### config.mk
export PLATFORM = sky130hd
export DESIGN_NAME = lpc_frame_sequencer
export DESIGN_NICKNAME = d
export VERILOG_FILES = /design/src/rtl/lpc_pkg.sv /design/src/rtl/lpc_pingpong_capture.sv /design/src/rtl/lpc_frame_sequencer.sv
export SDC_FILE = /design/constraint.sdc
export NUM_CORES = 1
export LEC_CHECK = 0
export CORE_MARGIN = 1.5
export CORE_UTILIZATION = 43
export DETAILED_ROUTE_END_ITERATION = 16
export PLACE_DENSITY = 0.81
export REMOVE_ABC_BUFFERS = 1
export SYNTH_ARGS = -nofsm -noshare
export SYNTH_HDL_FRONTEND = slang
export SYNTH_SLANG_ARGS = --single-unit
### constraint.sdc
create_clock -name clk -period 1.4 [get_ports clk]
set_input_delay 0.35 -clock clk [delete_from_list [all_inputs] [get_ports clk]]
set_output_delay 0.35 -clock clk [all_outputs]
set_load 0.05 [all_outputs]
### src/rtl/lpc_pkg.sv
// Shared defaults and compute-FSM state encoding for the LPC frame sequencer.
package lpc_pkg;

  localparam int FRAME_LEN_DEFAULT = 160;
  localparam int ADDR_W_DEFAULT    = 8;

  typedef enum logic [2:0] {
    IDLE,
    AC_KICK,
    AC_GUARD,
    AC_RUN,
    LD_KICK,
    LD_RUN,
    OUT
  } seq_state_e;

endpackage

### src/rtl/lpc_pingpong_capture.sv
// Capture side of the two-bank ping-pong sample buffer: write address, bank
// select, per-bank full flags and the sticky overrun flag.
module lpc_pingpong_capture
  import lpc_pkg::*;
#(
  parameter int FRAME_LEN = FRAME_LEN_DEFAULT,
  parameter int ADDR_W    = ADDR_W_DEFAULT
) (
  input  logic              clk,
  input  logic              reset,
  input  logic              sample_valid,
  input  logic              release_en,
  input  logic              release_bank,
  output logic              sample_ready,
  output logic              wr_en,
  output logic              wr_bank,
  output logic [ADDR_W-1:0] wr_addr,
  output logic [1:0]        bank_full,
  output logic              overrun
);

  localparam logic [ADDR_W-1:0] LAST_ADDR = ADDR_W'(FRAME_LEN - 1);

  logic              wr_bank_q,   wr_bank_d;
  logic [ADDR_W-1:0] wr_addr_q,   wr_addr_d;
  logic [1:0]        bank_full_q, bank_full_d;
  logic              overrun_q,   overrun_d;

  assign sample_ready = ~bank_full_q[wr_bank_q];
  // Strobe is held off while reset is asserted so the reset cycle writes nothing.
  assign wr_en        = sample_valid & sample_ready & ~reset;

  assign wr_bank   = wr_bank_q;
  assign wr_addr   = wr_addr_q;
  assign bank_full = bank_full_q;
  assign overrun   = overrun_q;

  always_comb begin
    // NOTE: every signal gets a default here so no path leaves it unassigned,
    // which would otherwise infer a latch.
    wr_bank_d   = wr_bank_q;
    wr_addr_d   = wr_addr_q;
    bank_full_d = bank_full_q;
    overrun_d   = overrun_q;

    // Release and fill always target different banks, so both can apply at once.
    if (release_en) begin
      bank_full_d[release_bank] = 1'b0;
    end

    if (wr_en) begin
      if (wr_addr_q == LAST_ADDR) begin
        wr_addr_d              = '0;
        bank_full_d[wr_bank_q] = 1'b1;
        wr_bank_d              = ~wr_bank_q;
      end else begin
        wr_addr_d = wr_addr_q + ADDR_W'(1);
      end
    end

    if (sample_valid & ~sample_ready) begin
      overrun_d = 1'b1;
    end
  end

  // NOTE: state registers use non-blocking assignment so every flop samples the
  // pre-edge values; blocking here would create order-dependent simulation.
  always_ff @(posedge clk) begin
    if (reset) begin
      wr_bank_q   <= 1'b0;
      wr_addr_q   <= '0;
      bank_full_q <= 2'b00;
      overrun_q   <= 1'b0;
    end else begin
      wr_bank_q   <= wr_bank_d;
      wr_addr_q   <= wr_addr_d;
      bank_full_q <= bank_full_d;
      overrun_q   <= overrun_d;
    end
  end

endmodule

### src/rtl/lpc_frame_sequencer.sv
// Frame scheduler for the LPC analysis path: ping-pong capture plus the compute
// FSM that sequences autocorrelation, Levinson-Durbin and coefficient hand-off.
module lpc_frame_sequencer
  import lpc_pkg::*;
#(
  parameter int FRAME_LEN = FRAME_LEN_DEFAULT,
  parameter int ADDR_W    = ADDR_W_DEFAULT
) (
  input  logic              clk,
  input  logic              reset,
  input  logic              sample_valid,
  output logic              sample_ready,
  output logic              wr_en,
  output logic              wr_bank,
  output logic [ADDR_W-1:0] wr_addr,
  output logic              ac_start,
  output logic              ac_bank,
  input  logic              ac_done,
  output logic              ld_start,
  input  logic              ld_done,
  output logic              coef_valid,
  input  logic              coef_ready,
  output logic              overrun,
  output logic              busy
);

  seq_state_e state_q;
  logic       rd_bank_q;
  logic       ac_start_q;
  logic       ac_bank_q;
  logic       ld_start_q;
  logic       coef_valid_q;
  logic       busy_q;
  logic [1:0] bank_full;
  logic       release_en;

  // The bank is handed back to capture in the same cycle the FSM leaves AC_RUN.
  assign release_en = (state_q == AC_RUN) & ac_done;

  lpc_pingpong_capture #(
    .FRAME_LEN (FRAME_LEN),
    .ADDR_W    (ADDR_W)
  ) u_capture (
    .clk          (clk),
    .reset        (reset),
    .sample_valid (sample_valid),
    .release_en   (release_en),
    .release_bank (rd_bank_q),
    .sample_ready (sample_ready),
    .wr_en        (wr_en),
    .wr_bank      (wr_bank),
    .wr_addr      (wr_addr),
    .bank_full    (bank_full),
    .overrun      (overrun)
  );

  always_ff @(posedge clk) begin
    if (reset) begin
      state_q      <= IDLE;
      rd_bank_q    <= 1'b0;
      ac_start_q   <= 1'b0;
      ac_bank_q    <= 1'b0;
      ld_start_q   <= 1'b0;
      coef_valid_q <= 1'b0;
      busy_q       <= 1'b0;
    end else begin
      ac_start_q <= 1'b0;
      ld_start_q <= 1'b0;
      case (state_q)
        IDLE: begin
          if (bank_full[rd_bank_q]) begin
            state_q    <= AC_KICK;
            ac_start_q <= 1'b1;
            ac_bank_q  <= rd_bank_q;
            busy_q     <= 1'b1;
          end
        end
        AC_KICK:  state_q <= AC_GUARD;
        // The engine's done flag is stale for one cycle after a restart.
        AC_GUARD: state_q <= AC_RUN;
        AC_RUN: begin
          if (ac_done) begin
            state_q    <= LD_KICK;
            ld_start_q <= 1'b1;
            rd_bank_q  <= ~rd_bank_q;
          end
        end
        LD_KICK:  state_q <= LD_RUN;
        LD_RUN: begin
          if (ld_done) begin
            state_q      <= OUT;
            coef_valid_q <= 1'b1;
          end
        end
        OUT: begin
          if (coef_ready) begin
            state_q      <= IDLE;
            coef_valid_q <= 1'b0;
            busy_q       <= 1'b0;
          end
        end
        default: state_q <= IDLE;
      endcase
    end
  end

  assign ac_start   = ac_start_q;
  assign ac_bank    = ac_bank_q;
  assign ld_start   = ld_start_q;
  assign coef_valid = coef_valid_q;
  assign busy       = busy_q;

endmodule

==> qor.csv <==
stage,metric,value,unit
status,outcome,"finished, violations left",
status,failing checks,setup timing,
sta,relative slew slack,79.1,%
grt,Total GRT Usage,23.3,%
grt,first-pass GRT wire length,4550,um
setup_path,WP data required,1.05,ns
setup_path,Crit path largest cell delay,0.37,ns
floorplanning,die width,50.4,um
routing,vias per cell,5.62,
sta,Final period util,120,%
floorplanning,DIE HEIGHT,50.4,um
pwr,Power Total,0.00112,W
setup_path,CP Class,reg -> out,
floorplanning,CORE AREA,2040,um^2
finish,share of layout cells above drive strength 1,46.2,%
sta,Fin. Hold Viols,0,
routing,Antenna Nets Post-Route,0,
logic_synthesis,"flops & latches, synth",21,
sta,post-layout min period,1.68,ns
logic_synthesis,Synth top area share,43.5,%
routing,routed len/inst,16.4,um
placement,RD Place Congestion,0.893,
setup_path,Worst Setup Start Kind,flop,
sta,Worst-Margin Slew,0.311,ns
clock_network,CTS tree,built,
finish,ant diodes,0,
finish,Multi-input gate area,547,um^2
pwr,pwr/cell area,666,nW/um^2
floorplanning,FP Rows,16,
placement,pre-CTS WS,-0.315,ns
routing,drt initial violations,35,
logic_synthesis,largest area contributor in the netlist,dfxtp_1,
placement,detailed placement HPWL,1800,um
setup_path,worst-path maximum fanout,2,
finish,post-route cell area,1690,um^2
setup_path,CP Cell Sequence,mux2i_2 -> nand3b_1 -> inv_2 -> buf_12,
logic_synthesis,Synthesis Warnings,0,
hold_path,min-delay worst type,reg -> reg,
clock_network,clk sink count,21,
grt,initial antenna violation count,0,
clock_network,TritonCTS Buffers,3,
logic_synthesis,"count leader, synth",dfxtp_1,
placement,dpl cell area,1520,um^2
sta,final count of negative-setup-slack endpoints,11,
routing,drt drc,0,
logic_synthesis,Syn Area/Cell,8.79,um^2
clock_network,Worst-Skew Late Latency,0.33,ns
logic_synthesis,Cell variety after synth,32,
logic_synthesis,share of async-settable or async-resettable flops after synthesis,0,%
clock_network,H-tree depth,1,
clock_network,buffer depth of the longest clock path,2,
pwr,Leakage Power,0.670,nW
routing,drt pass-1 iters,4,
floorplanning,IO Count,23,
pwr,maximum VDD drop,0.783,mV
setup_path,critical path's slowest cell,dfxtp_2,
finish,FF+latch area,433,um^2
setup_path,CP endpoint kind,output port,
sta,Max Clock Skew,0.0195,ns
floorplanning,die area,2540,um^2
logic_synthesis,Post-synth EDFFs,0,
logic_synthesis,mapped cell area,967,um^2
routing,vias,1039,
finish,Filler cells,118,
setup_path,Critical Path AT,1.33,ns
routing,DRT Wirelength,3030,um
sta,"Slew Viols, Final",0,
logic_synthesis,top post-synthesis cells by area,"dfxtp_1, xor2_1, nor2_1",
logic_synthesis,top post-synthesis cells by count,"dfxtp_1, nor2_1, xor2_1, a21oi_1, o21ai_0",
logic_synthesis,Syn Inst Count,110,
grt,pin count of the biggest net entering global routing,22,
floorplanning,Initial Util,47.4,%
clock_network,"Reg clk slew, reported paths",0.14,ns
grt,Congestion Overflow GR,0,
finish,"Core Util, Final",82.5,%
logic_synthesis,"Seq/Total Area, Yosys",43.5,%
logic_synthesis,Main synth FF type,dfxtp_1,
clock_network,root buffer cell,clkbuf_4,
placement,Buffers on Ports,22,
sta,achievable frequency,595,MHz
finish,Final nets,166,
flow_run,maxcap violations,0,
finish,Area Overhead vs Synth,74.3,%
sta,RSZ-0062 raised after global routing,true,
sta,setup slack after layout,-0.280,ns
grt,vias in the first global route,1002,
[sequential cells by signal, summed over array words and instances (netlist names)]
register,cells
u_capture.wr_addr,8
state_q,3
u_capture.bank_full,2
ac_bank,1
ac_start,1
busy,1
coef_valid,1
ld_start,1
rd_bank_q,1
u_capture.overrun,1
u_capture.wr_bank,1
[power by group]
group,internal (W),switching (W)
Clock,0.000107,0.000208
Combinational,0.0000828,0.0000914
Sequential,0.000610,0.0000231
Total,0.000800,0.000323
[per-stage QoR]
step           cells  hold WS, ns  TNS (ns)
6_report         185        0.519     -1.09
4_1_cts          183        0.513    -0.721
5_1_grt          185        0.531     -1.53
3_5_place_dp     174        0.519     -2.25
2_1_floorplan    104        0.418    -15.13
3_3_place_gp     174        0.501     -1.67
[kinds of logic (layout without fill, tap and decap cells)]
family | count (synthesis) | after routing | synth area share, %
DFF | 21 | 21 | 43.5
muxes | 2 | 2 | 2.20
adders and majority gates | 1 | 1 | 1.29
buffers and inverters | 12 | 60 | 4.92
AOI/OAI and AO/OA | 25 | 25 | 16.6
and+or+nand+nor | 41 | 41 | 24.3
xor gates and xnor gates | 8 | 8 | 7.24
[timing repair]
item | CTS | global route
buffers inserted | 5 | 5
hold buffers | 0 | 0
resized for setup | 12 | 16
pin swaps | 8 | 8
setup endpoints to repair | 4 | 16
[final timing paths]
check,startpoint,to,slack [ns],cells past startpoint
worst max-delay path,u_capture.wr_bank,wr_en,-0.28,4
worst min-delay path,u_capture.bank_full[1],u_capture.bank_full[1],0.52,1
worst max register to register,u_capture.wr_bank,u_capture.wr_addr[1],-0.11,7
worst min register to register,u_capture.bank_full[1],u_capture.bank_full[1],0.52,1
[final cells by class]
cell class                 instances  area share [%]
clock inverter                     1           0.297
tap                               27            2.00
inverter                           6            1.34
clock buffer                       3            1.34
timing repair buffer              50            36.9
multi-input combinational         77            32.4
sequential                        21            25.7
[metal layers]
metal	wire length, um	track usage [%]	vias up
met5	0	0	-
met3	198	2.68	4
met1	1200	27.0	492
met4	40	6.76	0
met2	1590	44.5	56
li1	-	-	487
[layout by cell type, fill, tap and decap left out, types with 2 or more instances in the layout]
cell type	count
nor3_1	2
nand3_2	2
nand3_1	4
or3_1	2
a211oi_2	4
clkdlybuf4s50_1	4
xor2_1	8
dfxtp_2	7
inv_1	4
buf_12	17
nor2_1	11
dfxtp_1	13
nand3b_1	2
clkbuf_4	3
a21oi_1	6
inv_2	2
nand4_1	5
nand2_1	6
buf_4	22
a22oi_1	2
buf_6	6
o21ai_0	7
[critical path: cells and delay by family (launching register included)]
family	cells	cell delay, ns
muxes	1	0.25
buffers and inverters	2	0.25
DFF	1	0.37
and+or+nand+nor	1	0.14
(Power assumes the default switching activity.)
